[src/rtl/relm_fifo_mc_pkg.sv]
// Shared constants for the multi-channel ReLM FIFO I/O bridge.
package relm_fifo_mc_pkg;

  localparam logic [1:0] CMD_POP   = 2'd0;
  localparam logic [1:0] CMD_PEEK  = 2'd1;
  localparam logic [1:0] CMD_LEVEL = 2'd2;
  localparam logic [1:0] CMD_FLUSH = 2'd3;

  // Strobe (push/pop request) and retry flag share the bit just above the data word.
  function automatic int unsigned flag_bit(input int unsigned wd);
    return wd;
  endfunction

endpackage

[src/rtl/relm_fifo_mc_if.sv]
// Push/pop port bus between the ReLM ring and the multi-channel FIFO bridge.
interface relm_fifo_mc_if #(
  parameter int unsigned NCH = 4,
  parameter int unsigned WD  = 32
);
  logic [NCH*(WD+1)-1:0] push_d;
  logic [NCH-1:0]        push_retry;
  logic [NCH*(WD+1)-1:0] pop_d;
  logic [NCH*(WD+1)-1:0] pop_q;
  logic [NCH-1:0]        wm_out;

  modport master (output push_d, output pop_d, input push_retry, input pop_q, input wm_out);
  modport slave  (input push_d, input pop_d, output push_retry, output pop_q, output wm_out);
endinterface

[src/rtl/relm_fifo_mc_ch.sv]
// One show-ahead FIFO channel: pointers, count, flags, RAM and pop command decode.
// Watermark output is built only when RELM_FIFO_MC_WMARK_EN is defined.
module relm_fifo_mc_ch
  import relm_fifo_mc_pkg::*;
#(
  parameter int unsigned WAD = 4,
  parameter int unsigned WD  = 32,
  parameter int unsigned WM  = 12
) (
  input  logic          clk_i,
  input  logic          rst_n_i,
  input  logic          push_valid_i,
  input  logic [WD-1:0] push_data_i,
  output logic          push_retry_o,
  input  logic          pop_req_i,
  input  logic [1:0]    pop_cmd_i,
  output logic [WD:0]   pop_q_o,
  output logic          wm_o
);
  localparam int unsigned Depth = 2 ** WAD;
  typedef logic [WAD:0] ptr_t;
  localparam ptr_t One = ptr_t'(1);

  ptr_t rp_q, rp_d, wp_q, wp_d, cnt_q, cnt_d;
  logic empty_q, empty_d, full_q, full_d;
  logic pop_do, flush_do, push_do;
  logic [WD-1:0] mem_q [Depth];
  logic [WD-1:0] rdata_q, rdata_d;

  always_comb begin
    pop_do       = rst_n_i & pop_req_i & (pop_cmd_i == CMD_POP) & ~empty_q;
    flush_do     = rst_n_i & pop_req_i & (pop_cmd_i == CMD_FLUSH);
    push_retry_o = (full_q & ~pop_do) | flush_do | ~rst_n_i;
    push_do      = push_valid_i & ~push_retry_o;
    rp_d  = rp_q;
    wp_d  = wp_q;
    cnt_d = cnt_q;
    if (flush_do) begin
      rp_d  = wp_q;
      cnt_d = '0;
    end else begin
      if (pop_do)  rp_d = rp_q + One;
      if (push_do) wp_d = wp_q + One;
      case ({push_do, pop_do})
        2'b10:   cnt_d = cnt_q + One;
        2'b01:   cnt_d = cnt_q - One;
        default: cnt_d = cnt_q;
      endcase
    end
    // A fresh word into an empty channel needs one extra cycle to reach the RAM output.
    empty_d = (cnt_d == '0) | (cnt_q == '0);
    full_d  = (cnt_d == ptr_t'(Depth));
    // Write-through keeps the prefetched head correct when popping onto the slot being written.
    rdata_d = (push_do && (wp_q[WAD-1:0] == rp_d[WAD-1:0])) ? push_data_i
                                                             : mem_q[rp_d[WAD-1:0]];
  end

  always_ff @(posedge clk_i) begin
    if (!rst_n_i) begin
      rp_q    <= '0;
      wp_q    <= '0;
      cnt_q   <= '0;
      empty_q <= 1'b1;
      full_q  <= 1'b0;
    end else begin
      rp_q    <= rp_d;
      wp_q    <= wp_d;
      cnt_q   <= cnt_d;
      empty_q <= empty_d;
      full_q  <= full_d;
    end
  end

  always_ff @(posedge clk_i) begin
    if (push_do) mem_q[wp_q[WAD-1:0]] <= push_data_i;
    rdata_q <= rdata_d;
  end

  always_comb begin
    pop_q_o = '0;
    if (!rst_n_i) begin
      pop_q_o = {1'b1, {WD{1'b0}}};
    end else if (pop_req_i) begin
      case (pop_cmd_i)
        CMD_POP, CMD_PEEK: pop_q_o = empty_q ? {1'b1, {WD{1'b0}}} : {1'b0, rdata_q};
        default:           pop_q_o = {1'b0, WD'(cnt_q)};
      endcase
    end
  end

`ifdef RELM_FIFO_MC_WMARK_EN
  logic wm_q, wm_d;

  always_comb wm_d = (32'(cnt_d) >= WM);

  always_ff @(posedge clk_i) begin
    if (!rst_n_i) wm_q <= 1'b0;
    else          wm_q <= wm_d;
  end

  assign wm_o = wm_q & rst_n_i;
`else
  // Constant 0; WM is referenced only so both builds share one parameter list.
  assign wm_o = 1'b0 && (WM != 0);
`endif

endmodule

[src/rtl/relm_fifo_mc_io.sv]
// Multi-channel FIFO I/O bridge: slices the ring push/pop buses onto NCH independent channels.
// Optional per-channel watermark output enabled by RELM_FIFO_MC_WMARK_EN.
module relm_fifo_mc_io
  import relm_fifo_mc_pkg::*;
#(
  parameter int unsigned NCH = 4,
  parameter int unsigned WAD = 4,
  parameter int unsigned WD  = 32,
  parameter int unsigned WM  = 12
) (
  input logic            clk,
  input logic            rst_n_in,
  relm_fifo_mc_if.slave  bus
);
  localparam int unsigned W = WD + 1;

  for (genvar c = 0; c < NCH; c++) begin : g_ch
    // Pop payload only carries the command in its low two bits.
    logic [WD-3:0] unused_pop_d;
    assign unused_pop_d = bus.pop_d[c*W+2 +: WD-2];

    relm_fifo_mc_ch #(
      .WAD (WAD),
      .WD  (WD),
      .WM  (WM)
    ) u_ch (
      .clk_i        (clk),
      .rst_n_i      (rst_n_in),
      .push_valid_i (bus.push_d[c*W + flag_bit(WD)]),
      .push_data_i  (bus.push_d[c*W +: WD]),
      .push_retry_o (bus.push_retry[c]),
      .pop_req_i    (bus.pop_d[c*W + flag_bit(WD)]),
      .pop_cmd_i    (bus.pop_d[c*W +: 2]),
      .pop_q_o      (bus.pop_q[c*W +: W]),
      .wm_o         (bus.wm_out[c])
    );
  end

endmodule

[src/flat_wrapper.sv]
// flat-port wrapper written by rule: the top's interface ports become plain ports
module relm_fifo_mc_io_flat import relm_fifo_mc_pkg::*;
#(
  parameter int unsigned NCH = 4,
  parameter int unsigned WAD = 4,
  parameter int unsigned WD  = 32,
  parameter int unsigned WM  = 12
)
  (clk, rst_n_in, bus_push_d, bus_pop_d, bus_push_retry, bus_pop_q, bus_wm_out);
  relm_fifo_mc_if #(.NCH(NCH), .WD(WD)) bus_i ();
  input logic clk;
  input logic rst_n_in;
  input wire logic [$bits(bus_i.push_d)-1:0] bus_push_d;
  input wire logic [$bits(bus_i.pop_d)-1:0] bus_pop_d;
  output wire logic [$bits(bus_i.push_retry)-1:0] bus_push_retry;
  output wire logic [$bits(bus_i.pop_q)-1:0] bus_pop_q;
  output wire logic [$bits(bus_i.wm_out)-1:0] bus_wm_out;
  assign bus_i.push_d = bus_push_d;
  assign bus_i.pop_d = bus_pop_d;
  assign bus_push_retry = bus_i.push_retry;
  assign bus_pop_q = bus_i.pop_q;
  assign bus_wm_out = bus_i.wm_out;
  relm_fifo_mc_io #(.NCH(NCH), .WAD(WAD), .WD(WD), .WM(WM)) u_core (.clk(clk), .rst_n_in(rst_n_in), .bus(bus_i));
endmodule
[config.mk]
export PLATFORM = sky130hd
export DESIGN_NAME = relm_fifo_mc_io_flat
export DESIGN_NICKNAME = d
export VERILOG_FILES = /design/src/rtl/relm_fifo_mc_pkg.sv /design/src/rtl/relm_fifo_mc_if.sv /design/src/rtl/relm_fifo_mc_ch.sv /design/src/rtl/relm_fifo_mc_io.sv /design/src/flat_wrapper.sv
export SDC_FILE = /design/constraint.sdc
export NUM_CORES = 2
export LEC_CHECK = 0
export CELL_PAD_IN_SITES_DETAIL_PLACEMENT = 0
export CELL_PAD_IN_SITES_GLOBAL_PLACEMENT = 1
export CORE_MARGIN = 3
export CORE_UTILIZATION = 48
export DETAILED_ROUTE_END_ITERATION = 6
export GPL_TIMING_DRIVEN = 0
export PLACE_DENSITY_LB_ADDON = 0.25
export SLEW_MARGIN = 20
export SYNTH_ARGS = -nofsm -noshare
export SYNTH_HDL_FRONTEND = slang
export SYNTH_SLANG_ARGS = --single-unit
[constraint.sdc]
create_clock -name clk -period 4.85 [get_ports clk]
set_clock_uncertainty 0.2 [all_clocks]
set_input_delay 1.2125 -clock clk [delete_from_list [all_inputs] [get_ports clk]]
set_output_delay 1.2125 -clock clk [all_outputs]
set_load 0.1 [all_outputs]
## Yosys cells after proc, flatten, opt, wreduce, memory -nomap -nowiden

Memory sizes are Yosys's and may differ from the RTL's. A register that Yosys moved wholly into a read port is not among the register bits.
Cells that the tools add are included.

| word-level totals | value |
|---|---|
| flip-flop bits (word level) | 68 |
| bits in writable memories | 2048 |
| memories | 4 |
| output and inout bits | 140 |
| logic and storage cells | 181 |

Memory list:

| name | words | width | rd ports | clocked after Yosys merged registers in | write ports | line | source |
|---|---|---|---|---|---|---|---|
| u_core.g_ch[0].u_ch.mem_q | 16 | 32 | 1 | 1 | 1 | relm_fifo_mc_ch.sv:27 | `logic [WD-1:0] mem_q [Depth];` |
| u_core.g_ch[1].u_ch.mem_q | 16 | 32 | 1 | 1 | 1 | relm_fifo_mc_ch.sv:27 |  |
| u_core.g_ch[2].u_ch.mem_q | 16 | 32 | 1 | 1 | 1 | relm_fifo_mc_ch.sv:27 |  |
| u_core.g_ch[3].u_ch.mem_q | 16 | 32 | 1 | 1 | 1 | relm_fifo_mc_ch.sv:27 |  |

| cells by class | value |
|---|---|
| reductions and logical operators | 24 |
| add/sub/neg operators | 16 |
| bitwise gates (word level) | 53 |
| equal/unequal tests | 20 |
| muxes and demuxes | 40 |

Operators with widths:

| cell | count |
|---|---|
| $mux W33 | 16 |
| $add A5 B1 Y5 const B | 12 |
| $mux W5 | 12 |
| $logic_not A5 Y1 | 8 |
| $pmux W5 S2 | 4 |
| $and A1 B1 Y1 | 24 |
| $eq A5 B5 Y1 const B | 4 |
| $sub A5 B1 Y5 const B | 4 |
| $not A1 Y1 | 17 |
| $eq A2 B1 Y1 const B | 8 |
| $eq A2 B2 Y1 const B | 8 |
| $or A1 B1 Y1 | 12 |
| $logic_not A2 Y1 | 4 |
| $mux W1 | 8 |
| $reduce_and A2 Y1 | 4 |
| $reduce_bool A2 Y1 | 4 |
| $reduce_or A2 Y1 | 4 |

## Depth between registers and ports, before layout

| depth | value |
|---|---|
| depth in word-level cells | 14 |
| depth in mapped cells | 14 |

## Cells and area by module

A second synthesis with hierarchy kept.

| second synthesis, totals | value |
|---|---|
| cells, all modules | 3845 |
| area total of the unflattened synthesis | 82869.5 sq um |

By module, submodules not included:

| module | seq. area each (sq um) | cells each | times used | area an instance (sq um) |
|---|---|---|---|---|
| relm_fifo_mc_ch (u_core.g_ch[0].u_ch ...) | 15755.1 | 962 | 3 | 20721.1 |
| relm_fifo_mc_ch (u_core.g_ch[1].u_ch) | 15755.1 | 959 | 1 | 20706.1 |

## Least setup slack after synthesis

OpenSTA, ideal clock, no wires.

| timing | value |
|---|---|
| path kind | in2out |
| from | in rst_n_in |
| to | out bus_pop_q[122] |
| data arrival time | 4268 ps |
| stages | 5 |
| setup slack | -831 ps |
| path through | clkbuf_1 > nand4bb_1 > clkbuf_1 > clkbuf_1 > a211oi_1 |

| on the way | value |
|---|---|
| cells in the longest elaborated chain, start to end | 1 |

RTL lines:

| element | line | source |
|---|---|---|
| start, declared | flat_wrapper.sv:12 | `input logic rst_n_in;` |
| $mux W33 | relm_fifo_mc_ch.sv:81 | `if (!rst_n_i) begin` |
| end, declared | flat_wrapper.sv:16 | `output wire logic [$bits(bus_i.pop_q)-1:0] bus_pop_q;` |

No other way between the ends.

## Final worst setup path

| timing | value |
|---|---|
| from | in bus_pop_d[34] |
| to | out bus_pop_q[34] |

| on the way | value |
|---|---|
| cells in the longest elaborated chain, start to end | 5 |

RTL lines:

| element | line | source |
|---|---|---|
| start, declared | flat_wrapper.sv:14 | `input wire logic [$bits(bus_i.pop_d)-1:0] bus_pop_d;` |
| $eq A2 B1 Y1 or $logic_not A2 Y1 (tied branches) | relm_fifo_mc_ch.sv:84 | `case (pop_cmd_i)` |
| $reduce_or A2 Y1 * | relm_fifo_mc_ch.sv:84 |  |
| $mux W33 * | relm_fifo_mc_ch.sv:84 |  |
| $mux W33 * | relm_fifo_mc_ch.sv:83 | `end else if (pop_req_i) begin` |
| $mux W33 * | relm_fifo_mc_ch.sv:81 |  |

Mark *: on every way between the ends. The rest lies on a longest branch, timed or not.

==> flow_metrics.env <==
export IMPL_crit_path_end="bus_pop_q[34]"
export IMPL_via_count=39900
export IMPL_grt_util_all_layers=0.224
export IMPL_worstPathRequired_ns=3.44
export IMPL_grt_antenna_before_repair=29
export IMPL_fmax_mhz=210
export IMPL_fin_crit_ns=4.77
export IMPL_viasPerCell=5.87
export IMPL_rsz0062_at_grt="no"
export IMPL_worst_slew_pin_slew_ns=1.11
export IMPL_drtIter0Drc=4013
export IMPL_synth_top_flop_cell="edfxtp_1"
export IMPL_use_met2=0.364
export IMPL_routed_wl_um=196000
export IMPL_grt_overflow=0
export IMPL_drv_slew=0
export IMPL_rows=151
export IMPL_crit_path_start_kind="primary input"
export IMPL_setup_violations=0
export IMPL_arrival_ns=3.36
export IMPL_cts_root_buf="clkbuf_16"
export IMPL_ant_nets=0
export IMPL_leakagePower_nw=30.9
export IMPL_critPathLaunch="bus_pop_d[34]"
export IMPL_design_core_area_mm2=0.170
export IMPL_cts_setup_buffers=0
export IMPL_fin_crit_sh=0.983
export IMPL_r2r_start="u_core.g_ch[1].u_ch.empty_q"
export IMPL_avgSynthCellArea_um2=22.3
export IMPL_netlist_area_mm2=0.0826
export IMPL_synth_seq_cells=2124
export IMPL_top_usage_layer="met2"
export IMPL_synth_common_cells="2048 x edfxtp_1, 586 x mux4_2, 116 x a211oi_1, 116 x clkbuf_1, 83 x and2_1"
export IMPL_cts_clk_slew_worst_paths_ns=0.06
export IMPL_dpl_cell_area_mm2=0.0913
export IMPL_cts_sinks=2124
export IMPL_regToRegEndpoint="u_core.g_ch[1].u_ch.full_q"
export IMPL_grt_max_degree=21
export IMPL_port_buffers=277
export IMPL_utilization=0.577
export IMPL_clock_latency_ns=0.85
export IMPL_grt_pass1_wl_um=285000
export IMPL_slew_headroom=0.262
export IMPL_whs_path_depth=2
export IMPL_min_path_type="flip-flop to flip-flop"
export IMPL_die_y_um=421
export IMPL_finalInstanceArea_mm2=0.0982
export IMPL_synth_edf_count=2048
export IMPL_cts_inserted_buffers=213
export IMPL_cts_max_level=4
export IMPL_cp_max_fo=10
export IMPL_cap_viol_max_count=0
export IMPL_path_class="primary input to primary output"
export IMPL_drt_pre_antenna_iters=5
export IMPL_yosysWarnings=0
export IMPL_cts_tree="built"
export IMPL_post_synth_top_count_cell="edfxtp_1"
export IMPL_clock_path_buffers=3
export IMPL_grtUsageMet1=0.316
export IMPL_synth_cells=3698
export IMPL_cts_hold_buf=0
export IMPL_syn_to_final_growth_pct=18.9
export IMPL_worst_setup_path_end_kind="primary output"
export IMPL_die_w_um=421
export IMPL_reg2regPathDepth=13
export IMPL_layout_nets=4606
export IMPL_hpwlAfterDp_um=128000
export IMPL_start_util=0.485
export IMPL_drcViolationCount=0
export IMPL_status="complete, no violations"
export IMPL_use_met3=0.0375
export IMPL_wl_per_cell_um=28.8
export IMPL_drive_above_1_share=0.314
export IMPL_fin_tns_setup_ns=0
export IMPL_ys_async_sr_fraction=0
export IMPL_p_per_area_mw_per_mm2=392
export IMPL_place_congestion=0.743
export IMPL_timing_reg2reg_setup_slack_ns=0.98
export IMPL_die_area_mm2=0.177
export IMPL_first_global_vias=40900
export IMPL_synth_area_top_cells="edfxtp_1 74%, mux4_2 16%, dfxtp_1 1.8%, a211oi_1 1.1%, mux2i_1 0.97%"
export IMPL_final_cells=6790
export IMPL_yosys_area_top_type="edfxtp_1"
export IMPL_yosys_area_top_type_share=0.745
export IMPL_final_hold_viol_count=0
export IMPL_max_vdd_ir_drop_v=0.000371
export IMPL_yosysSeqAreaShare=0.763
export IMPL_dp_cells=6392
export IMPL_num_io_pins=406
export IMPL_synth_cell_type_count=54
==> layer usage <==
layer	routed length (um)	vias up
met5	89	-
met2	96700	1327
li1	-	16900
met3	11700	292
met1	82100	21400
met4	4940	14
==> per-stage QoR <==
step	power (mW)	setup WS (ns)	hold WS [ns]
after floorplan	22.1	-0.831	0.277
after global placement	22.9	-3.08	0.305
after detailed placement	22.9	-2.57	0.309
after CTS	38.8	0.000809	0.317
after global routing	39.7	0.00121	0.361
final	38.5	0.0815	0.321
==> cell families (layout without fill, tap and decap cells) <==
group                      count (synthesis)  in the layout  synth area share
xor gates and xnor gates                  44             44           0.00467
other                                      1             11         0.0000454
muxes                                    666            666             0.170
adders and majority gates                 32             32           0.00485
buffers and inverters                    241           1028            0.0139
AOI/OAI and AO/OA                        226            226            0.0197
and+or+nand+nor                          364            364            0.0243
DFF                                     2124           2124             0.763
==> flip-flops by register name (all words and copies together) (netlist names), named ones only <==
name / cells
u_core.g_ch.u_ch.wp_q: 16
u_core.g_ch.u_ch.rp_q: 16
u_core.g_ch.u_ch.empty_q: 4
u_core.g_ch.u_ch.full_q: 4
u_core.g_ch.u_ch.mem_q: 2048
u_core.g_ch.u_ch.cnt_q: 20
==> layout make-up <==
class,count,area (um^2)
antenna,7,17.5
buffer,221,1420
clock buffer,277,5700
clock inverter,118,1060
fill,12400,72000
inverter,16,60.1
multi-input combinational,1336,19100
sequential,2124,63000
tap,2295,2870
timing repair buffer,396,4930
==> worst max-delay path: stages <==
cell and delay, ns:
clkdlybuf4s50_1 0.51, nor4bb_1 0.30, clkbuf_2 0.35, clkbuf_4 0.32, a22o_1 0.30, buf_4 0.34
==> layout by cell type, fill, tap and decap left out, types with 16 or more instances in the layout <==
cell type and n:
clkdlybuf4s50_1 140, nand2_1 46, nor2_4 48, clkbuf_1 96
a211oi_2 20, inv_1 16, bufinv_16 17, dfxtp_1 76
clkbuf_2 49, edfxtp_1 2048, o21ai_0 18, buf_12 28
ha_1 32, nor2b_1 63, nor3_4 16, xor2_1 23
mux4_2 586, mux2i_1 80, clkbuf_4 64, clkinv_1 48
buf_2 49, a22o_1 20, xnor2_1 21, nor2_1 33
buf_16 48, and2_1 83, a211oi_1 94, buf_8 42
buf_4 114, clkbuf_16 217, buf_6 27, clkinv_2 29
a21oi_1 31
==> power breakdown <==
group | internal, mW | leakage [nW] | switching, mW
clock | 9.16 | 3.28 | 6.78
sequential | 20.3 | 19.1 | 0.0548
combinational | 1.04 | 8.57 | 1.21
==> worst min path at each step <==
stage	startpoint	endpoint	slack, ns
after floorplan	u_core.g_ch[0].u_ch.wp_q[1]	u_core.g_ch[0].u_ch.wp_q[1]	0.28
after global placement	u_core.g_ch[2].u_ch.wp_q[1]	u_core.g_ch[2].u_ch.wp_q[1]	0.30
after detailed placement	u_core.g_ch[1].u_ch.wp_q[1]	u_core.g_ch[1].u_ch.wp_q[1]	0.31
after CTS	u_core.g_ch[3].u_ch.wp_q[1]	u_core.g_ch[3].u_ch.wp_q[1]	0.32
after global routing	u_core.g_ch[0].u_ch.wp_q[1]	u_core.g_ch[0].u_ch.wp_q[1]	0.36
final	u_core.g_ch[0].u_ch.wp_q[1]	u_core.g_ch[0].u_ch.wp_q[1]	0.32
==> repair_timing <==
| item | in CTS | in global routing |
|---|---|---|
| endpoints found under the hold margin | 0 | 0 |
| endpoints found under the setup margin | 163 | 91 |
| resized for setup | 958 | 76 |
No activity file was read; power rests on OpenSTA's default activity.
